**src/rtl/ay_pkg.sv**
```systemverilog
// Shared types and constants for the AY-3-8500 paddle front end.
package ay_pkg;

   typedef enum logic [1:0] {
      PM_DIGITAL  = 2'd0,
      PM_ANALOG_Y = 2'd1,
      PM_ANALOG_X = 2'd2,
      PM_PADDLE   = 2'd3
   } paddle_mode_t;

   typedef enum logic [1:0] {
      IDLE  = 2'd0,
      COUNT = 2'd1,
      DONE  = 2'd2
   } timer_state_t;

   localparam logic [8:0] POS_MAX = 9'd255;
   localparam logic [8:0] POS_MIN = 9'd0;

endpackage

```
**src/rtl/rise_edge.sv**
```systemverilog
// One-bit rising-edge detector; the history flop updates every cycle.
module rise_edge (
   input  logic clk,
   input  logic rst_n,
   input  logic d,
   output logic rise
);

   logic d_old_q;
   logic d_old_d;

   always_comb begin
      d_old_d = d;
   end

   always_ff @(posedge clk or negedge rst_n) begin
      if (!rst_n) d_old_q <= 1'b0;
      else        d_old_q <= d_old_d;
   end

   assign rise = d & ~d_old_q;

endmodule

```
**src/rtl/ay_paddle_timer.sv**
```systemverilog
// One player's paddle timer: latches a line count on each frame and counts
// it down per line; pin_in goes high once the count has run out.
module ay_paddle_timer
   import ay_pkg::*;
#(
   parameter int POS_INIT  = 128,
   parameter int STEP_SLOW = 5,
   parameter int STEP_FAST = 8
) (
   input  logic        clk_sys,
   input  logic        reset,
   input  logic        hs,
   input  logic        vs,
   input  logic [1:0]  mode,
   input  logic        invert,
   input  logic        speed,
   input  logic        btn_up,
   input  logic        btn_down,
   input  logic [15:0] analog,
   input  logic [7:0]  paddle,
   output logic        pin_in,
   output logic [7:0]  pos,
   output logic        frame_valid
);

   logic         hs_rise, vs_rise;
   logic [8:0]   pos_q, pos_d;
   logic [8:0]   cap_q, cap_d;
   timer_state_t state_q, state_d;
   logic [7:0]   cap_src, cap_new;
   logic [8:0]   step, pos_sub, pos_add;

   rise_edge u_hs_edge (.clk(clk_sys), .rst_n(reset), .d(hs), .rise(hs_rise));
   rise_edge u_vs_edge (.clk(clk_sys), .rst_n(reset), .d(vs), .rise(vs_rise));

   always_comb begin
      // Analog axes are signed; flipping the MSB maps -128..127 onto 0..255.
      case (paddle_mode_t'(mode))
         PM_DIGITAL:  cap_src = pos_q[7:0];
         PM_ANALOG_Y: cap_src = {~analog[15], analog[14:8]};
         PM_ANALOG_X: cap_src = {~analog[7], analog[6:0]};
         default:     cap_src = paddle;
      endcase
      cap_new = cap_src ^ {8{invert}};

      step    = speed ? 9'(STEP_FAST) : 9'(STEP_SLOW);
      pos_sub = pos_q - step;
      pos_add = pos_q + step;

      pos_d   = pos_q;
      cap_d   = cap_q;
      state_d = state_q;

      if (vs_rise) begin
         cap_d   = {1'b0, cap_new};
         state_d = (cap_new == 8'd0) ? DONE : COUNT;
         if (paddle_mode_t'(mode) == PM_DIGITAL) begin
            // 9-bit subtraction wraps past 255 on underflow.
            if (btn_down)    pos_d = (pos_add > POS_MAX) ? POS_MAX : pos_add;
            else if (btn_up) pos_d = (pos_sub > POS_MAX) ? POS_MIN : pos_sub;
         end
      end else if (hs_rise && cap_q != 9'd0) begin
         cap_d = cap_q - 9'd1;
         if (state_q == COUNT && cap_q == 9'd1) state_d = DONE;
      end
   end

   always_ff @(posedge clk_sys or negedge reset) begin
      if (!reset) begin
         pos_q   <= 9'(POS_INIT);
         cap_q   <= 9'd0;
         state_q <= IDLE;
      end else begin
         pos_q   <= pos_d;
         cap_q   <= cap_d;
         state_q <= state_d;
      end
   end

   assign pin_in      = (cap_q == 9'd0);
   assign pos         = pos_q[7:0];
   assign frame_valid = (state_q != IDLE);

endmodule

```
**config.mk**
```make
export PLATFORM = sky130hd
export DESIGN_NAME = ay_paddle_timer
export DESIGN_NICKNAME = d
export VERILOG_FILES = /design/src/rtl/ay_pkg.sv /design/src/rtl/rise_edge.sv /design/src/rtl/ay_paddle_timer.sv
export SDC_FILE = /design/constraint.sdc
export NUM_CORES = 1
export LEC_CHECK = 0
export ABC_AREA = 1
export CORE_MARGIN = 2
export CORE_UTILIZATION = 53
export CTS_CLUSTER_SIZE = 14
export DETAILED_ROUTE_END_ITERATION = 10
export GPL_TIMING_DRIVEN = 0
export HOLD_SLACK_MARGIN = 0.12
export PLACE_DENSITY_LB_ADDON = 0.05
export SYNTH_ARGS = -nofsm -noshare
export SYNTH_HDL_FRONTEND = slang
export SYNTH_SLANG_ARGS = --single-unit
```
**constraint.sdc**
```tcl
create_clock -name clk_sys -period 2.4 [get_ports clk_sys]
set_input_delay 0.72 -clock clk_sys [delete_from_list [all_inputs] [get_ports clk_sys]]
set_output_delay 0.72 -clock clk_sys [all_outputs]
set_load 0.02 [all_outputs]
```
# [Yosys cells after proc, flatten, opt, wreduce, memory -nomap -nowiden]
# Index checks and enable logic that the tools add are counted.
[classes] add_sub_neg=3 n_lt_le_gt_ge=2 eq_ne=4 n_mux=12 bitwise_logic=7 n_reduce_logical=12
[op_table] cell="9-bit two-way mux" count=6
[op_table] cell="8-bit one-hot mux with 3 select lines" count=1
[op_table] cell="9-bit by 8-bit > comparator with 1-bit output, second input constant" count=2
[op_table] cell="9-bit by 4-bit adder with 9-bit output" count=1
[op_table] cell="9-bit by 1-bit equality test with 1-bit output, second input constant" count=1
[op_table] cell="9-bit logical NOT" count=1
[op_table] cell="9-bit nonzero test" count=1
[op_table] cell="9-bit by 1-bit subtractor with 9-bit output, second input constant" count=1
[op_table] cell="9-bit by 4-bit subtractor with 9-bit output" count=1
[op_table] cell="8-bit logical NOT" count=1
[op_table] cell="2-bit two-way mux" count=4
[op_table] cell="2-bit nonzero test" count=4
[op_table] cell="8-bit bitwise XOR" count=1
[op_table] cell="2-bit by 1-bit equality test with 1-bit output, second input constant" count=2
[op_table] cell="4-bit two-way mux" count=1
[op_table] cell="1-bit NOT" count=4
[op_table] cell="3-bit AND reduction" count=1
[op_table] cell="1-bit bitwise AND" count=2
[op_table] cell="2-bit equality test, second input constant" count=1
[op_table] cell="1-bit logical AND" count=2
[op_table] cell="2-bit logical NOT" count=1
[op_table] cell="2-bit AND reduction" count=1
[totals] ff_bits=22 input_bits=34 out_inout_bits=10 wordCells=45

# [Logic depth before layout (Yosys ltp)]
# Gate-level depths: netlist of run 1.
[logic_depth] word_depth=6 depth_mapped=15 depth_no_buf=15

# [Cells and area by module]
# Synthesis of run 1 repeated with hierarchy kept, for this count alone.
[unflattened] cells_unflattened=352 area_unflattened_um2=2174.6
[modules_own_cells] mod="ay_paddle_timer" instances=1 cells_per_inst=346 area_per_inst_um2=2104.5 seq_area_each_um2=501.7
[modules_own_cells] mod="rise_edge" instances=2 cells_per_inst=3 area_per_inst_um2=35.0 seq_area_each_um2=25.0

# [Worst setup path before layout of run 1]
# OpenSTA, ideal clock, no wires.
[synth_timing] path_kind="in2reg" start="input speed" end="register pos_q[5]" setup_time_ns=0.117 arrival_time_ns=1.958 slack_ns=0.326 path_stages=15 cell_sequence="inv_1 > ha_1 > ha_1 > nand2_1 > nand3_1 > o21ai_1 > inv_2 > nand2_1 > nand2_1 > nand2_2 > nand3_1 > nand2_1 > nand2_1 > nand2_1 > nand2_1"
[synth_via] elab_chain_cells=6
[synth_rtl] item="start: declaration" line="ay_paddle_timer.sv:16" rtl="input logic speed,"
[synth_rtl] item="4-bit two-way mux (*)" line="ay_paddle_timer.sv:46" rtl="step = speed ? 9'(STEP_FAST) : 9'(STEP_SLOW);"
[synth_rtl] item="9-bit by 4-bit subtractor with 9-bit output" line="ay_paddle_timer.sv:47" rtl="pos_sub = pos_q - step;"
[synth_rtl] item="9-bit by 8-bit > comparator with 1-bit output" line="ay_paddle_timer.sv:60" rtl="else if (btn_up) pos_d = (pos_sub > POS_MAX) ? POS_MIN : pos_sub;"
[synth_rtl] item="9-bit two-way mux (2 in a row)" line="ay_paddle_timer.sv:60"
[synth_rtl] item="9-bit two-way mux (*)" line="ay_paddle_timer.sv:59" rtl="if (btn_down) pos_d = (pos_add > POS_MAX) ? POS_MAX : pos_add;"
[synth_rtl] item="end signal: assignment" line="ay_paddle_timer.sv:70" rtl="pos_q <= 9'(POS_INIT);"
[synth_rtl] item="end signal: assignment" line="ay_paddle_timer.sv:74" rtl="pos_q <= pos_d;"
[synth_rtl] item="end: declaration" line="ay_paddle_timer.sv:27" rtl="logic [8:0] pos_q, pos_d;"
# Mark *: on every way between the ends. The rest lies on a longest branch, timed or not. The select of a mux whose other input is x is not followed.
# A chain may end at the register's enable or synchronous reset.

# [Worst setup path in the final report of run 1]
[layout_timing] start="register pos_q[7]" end="output pos[7]"
[layout_rtl] item="end: declaration" line="ay_paddle_timer.sv:22" rtl="output logic [7:0] pos,"
# No word-level cell between the ends.

==> results.json, run 1 <==
{
  "worst-path-max-fanout": 7,
  "cts-htree-levels": 1,
  "status": "completed",
  "worstMarginPinSlew_ps": 1049,
  "layout_min_cycle_time_ps": 2306,
  "fill_cells": 381,
  "vias": 2449,
  "ys_warn_count": 0,
  "period_share": 0.9607,
  "max_freq_ghz": 0.4337,
  "netSwitchingPower_uw": 1025,
  "syn_nets": 409,
  "ios": 44,
  "ir_drop_mv": 0.5306,
  "relSlewSlack": 0.2987,
  "die_area_um2": 4855,
  "clockBufferDepth": 2,
  "clk_pin_slew_ps": 80,
  "tritoncts": "yes",
  "pwr-share-seq": 0.255,
  "postCtsHoldBufs": 0,
  "syn_inst": 365,
  "p_per_area_nw_per_um2": 810.3,
  "grt_max_degree": 23,
  "r2r_cells": 15,
  "power_frac_comb": 0.596,
  "grt.overflow.total": 0,
  "setup-violations-final": 0,
  "yosysSeqAreaShare": 0.2414,
  "detailed_place_hpwl_um": 4531,
  "clk_latency_ps": 270,
  "swShare": 0.4392,
  "wl_per_cell_um": 12.99,
  "firstDrtPassIters": 5,
  "grt_pass1_vias": 2231,
  "areaGrowthSynthToFinish_pct": 26.00,
  "path_class": "reg2out",
  "placement.io_buffers": 39,
  "r2r_start": "pos_q[0]",
  "nNetsFinal": 456,
  "cp.required_ps": 1680,
  "crit_slowest_cell": "dfstp_2",
  "slew_viol_final": 0,
  "hold_end": "state_q[1]",
  "antenna_cells": 0,
  "drt_iter0_drc": 176,
  "cts_sinks": 22,
  "globalplace.congestion": 0.8508,
  "dieHeight_um": 69.68,
  "cp_cell_sequence": "buf_4 -> clkdlybuf4s50_1",
  "multiInputGateArea_um2": 1465,
  "r2r_setup_slack_ps": 470,
  "r2r_end": "pos_q[2]",
  "wirelength_um": 5988,
  "root_buffer": "clkbuf_8",
  "maxCapViolations": 0,
  "netlist_area_um2": 2286,
  "ant_nets": 0,
  "hold_start": "state_q[1]",
  "grt_antenna_before_repair": 0,
  "final-seq-area_um2": 551.8,
  "num_rows": 23,
  "synth-seq-cells": 22,
  "clock_skew_ps": 4.009,
  "grt_usage": 0.2500,
  "vias_per_cell": 5.312,
  "avgSynthCellArea_um2": 6.263,
  "start_util": 0.5594,
  "hold-worst-slack_ps": 509.6,
  "crit_path_max_incr_delay_ps": 610,
  "hold_class": "reg2reg",
  "core_area_um2": 4086,
  "internal_power_uw": 1309,
  "worstPathArrival_ps": 1590,
  "drive_gt1_frac": 0.1582,
  "hold_depth": 2,
  "cp-end-kind": "output port",
  "start_kind": "register",
  "grt_pass1_wl_um": 10110,
  "die_w_um": 69.68,
  "ys_types": 34,
  "drc": 0,
  "numCtsBuffers": 3,
  "p_leak_uw": 0.001469,
  "pwr-share-clk": 0.149,
  "tns_ps": 0,
  "hold_violations": 0
}
-- through the flow --
| step | power (µW) | cells | util | worst slack [ps] | area (µm²) |
|---|---|---|---|---|---|
| after floorplan | 1530 | 365 | - | 325.7 | 2286 |
| after CTS | 2305 | 458 | 0.6960 | 18.60 | 2844 |
| after global placement | 1877 | 454 | 0.6702 | -472.9 | 2739 |
| final | 2334 | 461 | 0.7048 | 94.22 | 2880 |
| after global routing | 2529 | 461 | 0.7048 | -5.488 | 2880 |
| after detailed placement | 1905 | 454 | 0.6702 | -490.9 | 2739 |
-- state kept, by name, summed over array words and instances (netlist names) --
register	cells
u_hs_edge.d_old_q	1
u_vs_edge.d_old_q	1
state_q	2
cap_q	9
pos_q	9
-- worst max-delay path by stage --
stage                     startpoint  endpoint  slack (ps)
after floorplan                speed  pos_q[5]         330
final                       pos_q[7]    pos[7]          90
after CTS                   cap_q[0]    pin_in          20
after detailed placement       speed  pos_q[1]        -490
after global placement         speed  pos_q[3]        -470
after global routing        cap_q[0]    pin_in          -5
-- cell families after synthesis --
kind of cell | count (synthesis) | synth area share
flip-flops | 22 | 0.2414
buffers and inverters | 63 | 0.1346
AO/OA/AOI/OAI | 42 | 0.1029
XOR/XNOR | 7 | 0.02682
adder cells (fa/ha/maj) | 10 | 0.05473
AND/OR/NAND/NOR | 221 | 0.4395
-- cell type report --
class	count	area share
Multi-Input combinational cell	280	0.5087
Sequential cell	22	0.1916
Timing Repair Buffer	42	0.1464
Inverter	47	0.06299
Buffer	16	0.04387
Tap cell	50	0.02172
Clock buffer	3	0.01434
Clock inverter	1	0.01043
-- cell usage in the layout (no fill, tap or decap), types with 2 or more instances in the layout --
master	n
o21ai_0	18
o21ai_1	5
nand3_2	2
nand4_1	5
nor2_4	4
clkbuf_8	3
nand2_1	118
buf_2	2
nor2_2	4
o22ai_1	2
o211ai_1	4
ha_2	2
nand3_1	46
inv_1	36
clkdlybuf4s50_1	37
nand2_4	2
or2_1	2
xor2_1	7
nor3_1	3
inv_2	10
a21oi_1	8
nand2_2	4
or2_2	7
dfrtp_1	21
ha_1	7
buf_4	11
nor2_1	21
buf_6	4
-- critical path: cells and delay by family (launching register included) --
| family | cells | cell delay, ps |
|---|---|---|
| buffers and inverters | 2 | 720 |
| flip-flops | 1 | 610 |
-- power by group through the flow --
stage                     Clock (µW)  Sequential, µW  Combinational (µW)
after global placement             0             592                1280
after floorplan                    0             556                 974
after detailed placement           0             595                1310
after CTS                        359             592                1350
after global routing             366             607                1560
final                            348             594                1390
-- routing by layer --
| metal | up-vias | part of all wire | global-route usage |
|---|---|---|---|
| met4 | 0 | 0.012 | 0.04487 |
| met3 | 8 | 0.068 | 0.03488 |
| met2 | 88 | 0.43 | 0.3953 |
| met1 | 1097 | 0.49 | 0.3684 |
| met5 | - | 0 | 0 |
| li1 | 1256 | - | - |
-- cell usage after synthesis --
library cell | instances | area (µm²)
clkinv_4 | 1 | 8.760
buf_2 | 2 | 10.01
nor2_4 | 4 | 45.04
nor4_1 | 1 | 6.260
o21bai_1 | 1 | 7.510
a21oi_1 | 8 | 40.04
o21ai_1 | 5 | 25.02
o21ai_0 | 19 | 95.09
dfrtp_1 | 21 | 525.5
nand2_2 | 4 | 25.02
xor2_1 | 7 | 61.31
ha_1 | 10 | 125.1
inv_2 | 7 | 26.28
nand2_1 | 119 | 446.7
o311ai_0 | 1 | 8.760
or2_1 | 2 | 12.51
inv_1 | 39 | 146.4
dfstp_2 | 1 | 26.28
clkbuf_1 | 1 | 3.750
nand3_1 | 48 | 240.2
a21oi_2 | 1 | 8.760
or2_2 | 7 | 43.79
nor3_4 | 1 | 16.27
nor2_1 | 21 | 78.83
nand4_1 | 5 | 31.28
buf_6 | 4 | 45.04
nor2_2 | 4 | 25.02
o211ai_1 | 4 | 30.03
nand2_4 | 1 | 11.26
o22ai_1 | 2 | 12.51
nor3_1 | 3 | 15.01
a211oi_1 | 1 | 7.510
buf_4 | 9 | 67.56
nand3b_1 | 1 | 7.510
-- timing repair --
action	4_1_cts	5_1_grt
buffers inserted	0	3
resized for setup	11	7
pin swaps	2	3
setup endpoints to repair	9	9
(Power assumes the default switching activity.)
==> inputs of run 2 (changes only) <==
- CORE_MARGIN: 2 -> not set
==> results.json, run 2 (synthesis results as in run 1) <==
{
  "status": "completed",
  "path_class": "reg2out",
  "wirelength_um": 6072,
  "hold_class": "reg2reg",
  "period_share": 0.9657,
  "grt_max_degree": 23,
  "worstMarginPinSlew_ps": 1018,
  "cp_cell_sequence": "inv_2 -> ha_2 -> nand2_2 -> nor2_2 -> nand2_1 -> inv_1 -> clkdlybuf4s15_2",
  "crit_slowest_cell": "dfrtp_1",
  "num_rows": 23,
  "reg.largest.list": "cap_q x9, pos_q x9, state_q x2",
  "hold_violations": 0,
  "clk_latency_ps": 270,
  "fin_util": 0.7086,
  "place_area_um2": 2739,
  "p_per_area_nw_per_um2": 821.4,
  "placement.io_buffers": 39,
  "start_kind": "register",
  "hold_start": "state_q[1]",
  "setup-violations-final": 0,
  "hold_end": "state_q[1]",
  "dieHeight_um": 67.68,
  "drt_iter0_drc": 243,
  "core_area_um2": 4058,
  "cts-htree-levels": 1,
  "numCtsBuffers": 3,
  "nNetsFinal": 456,
  "vias_per_cell": 5.375,
  "globalplace.congestion": 0.9034,
  "ios": 44,
  "layout.cells.non_filler": 461,
  "dp.cells": 454,
  "rsz0062_at_grt": "false",
  "p_leak_uw": 0.001462,
  "grt.overflow.total": 0,
  "ir_drop_mv": 0.6515,
  "die_w_um": 67.68,
  "cp-end-kind": "output port",
  "cts_sinks": 22,
  "final_common_cell": "nand2_1",
  "maxCapViolations": 0,
  "final_cell_mix": "118 x nand2_1, 47 x nand3_1, 37 x clkdlybuf4s50_1",
  "drc": 0,
  "grt_pass1_wl_um": 10030,
  "wl_per_cell_um": 13.17,
  "detailed_place_hpwl_um": 4487,
  "relSlewSlack": 0.3190,
  "drive_gt1_frac": 0.1582,
  "die_area_um2": 4580,
  "vias": 2478,
  "clock_skew_ps": 6.582,
  "root_buffer": "clkbuf_8",
  "slew_viol_final": 0,
  "clk_pin_slew_ps": 80,
  "firstDrtPassIters": 5,
  "grt_antenna_before_repair": 0,
  "grt_usage": 0.2862,
  "tns_ps": 0,
  "max_freq_ghz": 0.4315,
  "hold-worst-slack_ps": 510.0,
  "design_area_um2": 2875,
  "r2r_start": "pos_q[0]",
  "antenna_cells": 0,
  "clockBufferDepth": 2,
  "crit_path_max_incr_delay_ps": 410,
  "hold_depth": 2,
  "start_util": 0.5634,
  "r2r_setup_slack_ps": 400,
  "tritoncts": "yes",
  "worstPathArrival_ps": 1600,
  "grt_pass1_vias": 2239,
  "cp.required_ps": 1680,
  "r2r_end": "pos_q[4]",
  "worst-path-max-fanout": 4,
  "r2r_cells": 15,
  "layout_min_cycle_time_ps": 2318,
  "ant_nets": 0,
  "areaGrowthSynthToFinish_pct": 25.78
}
[run 2: metal layers]
metal,vias up,part of all wire,track usage
met1,1127,0.48,0.4002
met2,89,0.44,0.4592
li1,1256,-,-
met3,6,0.068,0.05068
met4,0,0.0072,0.05319
met5,-,0,0
[run 2: report_power, final]
part	leakage (µW)	total [µW]	switching [µW]	internal [µW]
Sequential	0.000270	596	128	468
Combinational	0.00116	1420	791	626
Clock	0.0000357	349	126	223
[run 2: layout make-up]
cell class | count | area [µm²]
plain buffers | 16 | 126.4
well taps | 50 | 62.56
flip-flops and latches | 22 | 551.8
fillers | 325 | 1182
multi-input cells | 280 | 1473
clock inverters | 1 | 30.03
inverters | 47 | 181.4
clock buffers | 3 | 41.29
repair buffers | 42 | 409.1
[run 2: worst max-delay path by stage]
stage	start	endpoint	slack (ps)	depth (start not counted)
2_1_floorplan	speed	pos_q[5]	330	15
3_3_place_gp	speed	pos_q[2]	-480	16
3_5_place_dp	speed	pos_q[1]	-510	15
4_1_cts	cap_q[0]	pin_in	20	7
5_1_grt	cap_q[0]	pin_in	4	7
6_report	cap_q[0]	pin_in	80	7
[run 2: timing repair]
| action | in CTS | in global routing |
|---|---|---|
| hold buffers | 0 | 0 |
| gates cloned | 0 | 0 |
| resized for setup | 8 | 11 |
| setup buffers | 0 | 3 |
| pin swaps | 1 | 4 |
| endpoints found under the setup margin | 9 | 8 |
[run 2: per-stage QoR]
step           power, µW  setup slack (ps)
2_1_floorplan       1530             325.7
3_3_place_gp        1884            -484.5
3_5_place_dp        1912            -513.2
4_1_cts             2287             16.32
5_1_grt             2568             4.490
6_report            2362             82.28
[run 2: critical path, delay by kind of cell, from the launching register on]
family	cells	cell delay, ps
buffers and inverters	3	410
flip-flops	1	410
AND/OR/NAND/NOR	3	310
adder cells (fa/ha/maj)	1	210
==> inputs of run 3 (changes only) <==
- CAP_MARGIN: not set -> 10
- CELL_PAD_IN_SITES_DETAIL_PLACEMENT: not set -> 1
- CELL_PAD_IN_SITES_GLOBAL_PLACEMENT: not set -> 1
- CORE_UTILIZATION: 53 -> 36
==> results.json, run 3 (synthesis results as in run 1) <==
{
  "detailed_place_hpwl_um": 5527,
  "postCtsHoldBufs": 0,
  "path_depth": 2,
  "wl_per_cell_um": 14.61,
  "tritoncts": "yes",
  "layout_min_cycle_time_ps": 2334,
  "pwr-share-clk": 0.147,
  "globalplace.congestion": 0.8232,
  "cp_cell_sequence": "buf_4 -> clkdlybuf4s50_1",
  "die_area_um2": 6672,
  "slew_viol_final": 0,
  "maxCapViolations": 0,
  "clockBufferDepth": 2,
  "grt_pass1_vias": 2352,
  "max_freq_ghz": 0.4285,
  "clk_latency_ps": 260,
  "p_per_area_nw_per_um2": 824.3,
  "areaGrowthSynthToFinish_pct": 26.93,
  "path_buf_inv": 2,
  "rsz0062_at_grt": "false",
  "netSwitchingPower_uw": 1074,
  "cp-end-kind": "output port",
  "grt_max_degree": 23,
  "cts_sinks": 22,
  "final_cell_mix": "118 x nand2_1, 48 x nand3_1, 37 x clkdlybuf4s50_1",
  "antenna_cells": 0,
  "nNetsFinal": 456,
  "grt_usage": 0.2213,
  "fill_cells": 837,
  "internal_power_uw": 1318,
  "swShare": 0.4491,
  "cts-htree-levels": 1,
  "ant_nets": 0,
  "hold_depth": 2,
  "num_rows": 28,
  "root_buffer": "clkbuf_8",
  "hold_violations": 0,
  "layout.cells.non_filler": 486,
  "core_area_um2": 6026,
  "grt.overflow.total": 0,
  "clock_skew_ps": 2.412,
  "wirelength_um": 7100,
  "design_area_um2": 2902,
  "period_share": 0.9725,
  "status": "completed",
  "start_kind": "register",
  "drc": 0,
  "crit_family": "buffers and inverters",
  "worst-path-max-fanout": 7,
  "vias": 2480,
  "placement.io_buffers": 39,
  "ir_drop_mv": 0.5551,
  "power_frac_comb": 0.602,
  "crit_path_max_incr_delay_ps": 630,
  "dp.cells": 479,
  "dieHeight_um": 81.69,
  "relSlewSlack": 0.2846,
  "fin_util": 0.4815,
  "p_leak_uw": 0.001460,
  "tns_ps": 0,
  "grt_antenna_before_repair": 0,
  "place_area_um2": 2770,
  "die_w_um": 81.69,
  "reg.largest.list": "cap_q x9, pos_q x9, state_q x2",
  "setup-violations-final": 0,
  "drive_gt1_frac": 0.1557,
  "numCtsBuffers": 3,
  "clk_pin_slew_ps": 80,
  "grt_pass1_wl_um": 11370,
  "path_class": "reg2out",
  "worstMarginPinSlew_ps": 1070,
  "start_util": 0.3794,
  "hold_class": "reg2reg",
  "vias_per_cell": 5.103,
  "finalPower_uw": 2392,
  "r2r_cells": 15,
  "worstPathArrival_ps": 1610,
  "drt_iter0_drc": 73,
  "firstDrtPassIters": 4,
  "crit_slowest_cell": "dfstp_2",
  "final_common_cell": "nand2_1",
  "cp.required_ps": 1680,
  "ios": 44,
  "pwr-share-seq": 0.251
}
run 3: worst paths after layout:
kind / start / to / slack, ps
hold reg to reg: state_q[1] / state_q[1] / 520
min in group asynchronous: reset / pos_q[2] / 1020
setup reg to reg: pos_q[0] / pos_q[4] / 360
setup / recovery: pos_q[7] / pos[7] / 70
max in group asynchronous: reset / cap_q[4] / 730
hold / removal: state_q[1] / state_q[1] / 520
run 3: through the flow:
step | setup slack [ps] | hold slack (ps)
2_1_floorplan | 325.7 | 424.4
3_3_place_gp | -564.7 | 487.4
3_5_place_dp | -664.4 | 507.8
4_1_cts | 3.937 | 532.6
5_1_grt | 5.775 | 562.2
6_report | 66.07 | 523.0
run 3: power groups by stage:
stage | registers, µW | clock network [µW] | logic (µW)
6_report | 600 | 353 | 1440
5_1_grt | 615 | 371 | 1620
4_1_cts | 595 | 365 | 1370
3_5_place_dp | 602 | 0 | 1360
3_3_place_gp | 601 | 0 | 1330
2_1_floorplan | 556 | 0 | 974
run 3: layout make-up:
cell class / count / area (µm²) / share of cell area
buffer: 16 / 126.4 / 0.04355
clock buffer: 3 / 41.29 / 0.01423
clock inverter: 1 / 30.03 / 0.01035
inverter: 47 / 181.4 / 0.06253
multi-input combinational: 280 / 1468 / 0.5058
sequential: 22 / 551.8 / 0.1902
tap: 75 / 93.84 / 0.03234
timing repair buffer: 42 / 409.1 / 0.1410
run 3: what timing repair did:
action	CTS	global route
gates resized for setup	7	11
pin swaps	0	6
buffers inserted	0	3
setup endpoints to repair	9	9
run 3: layer usage:
layer,vias to the layer above,part of all wire,GRT usage
li1,1262,-,-
met1,1169,0.52,0.3315
met2,47,0.44,0.3525
met3,2,0.037,0.02222
met4,0,0.0031,0.02105
met5,-,0,0
run 3: worst min-delay path: cells and delay by family, from the launching register on:
family	cells	cell delay (ps)
simple gates	2	120
flops	1	380
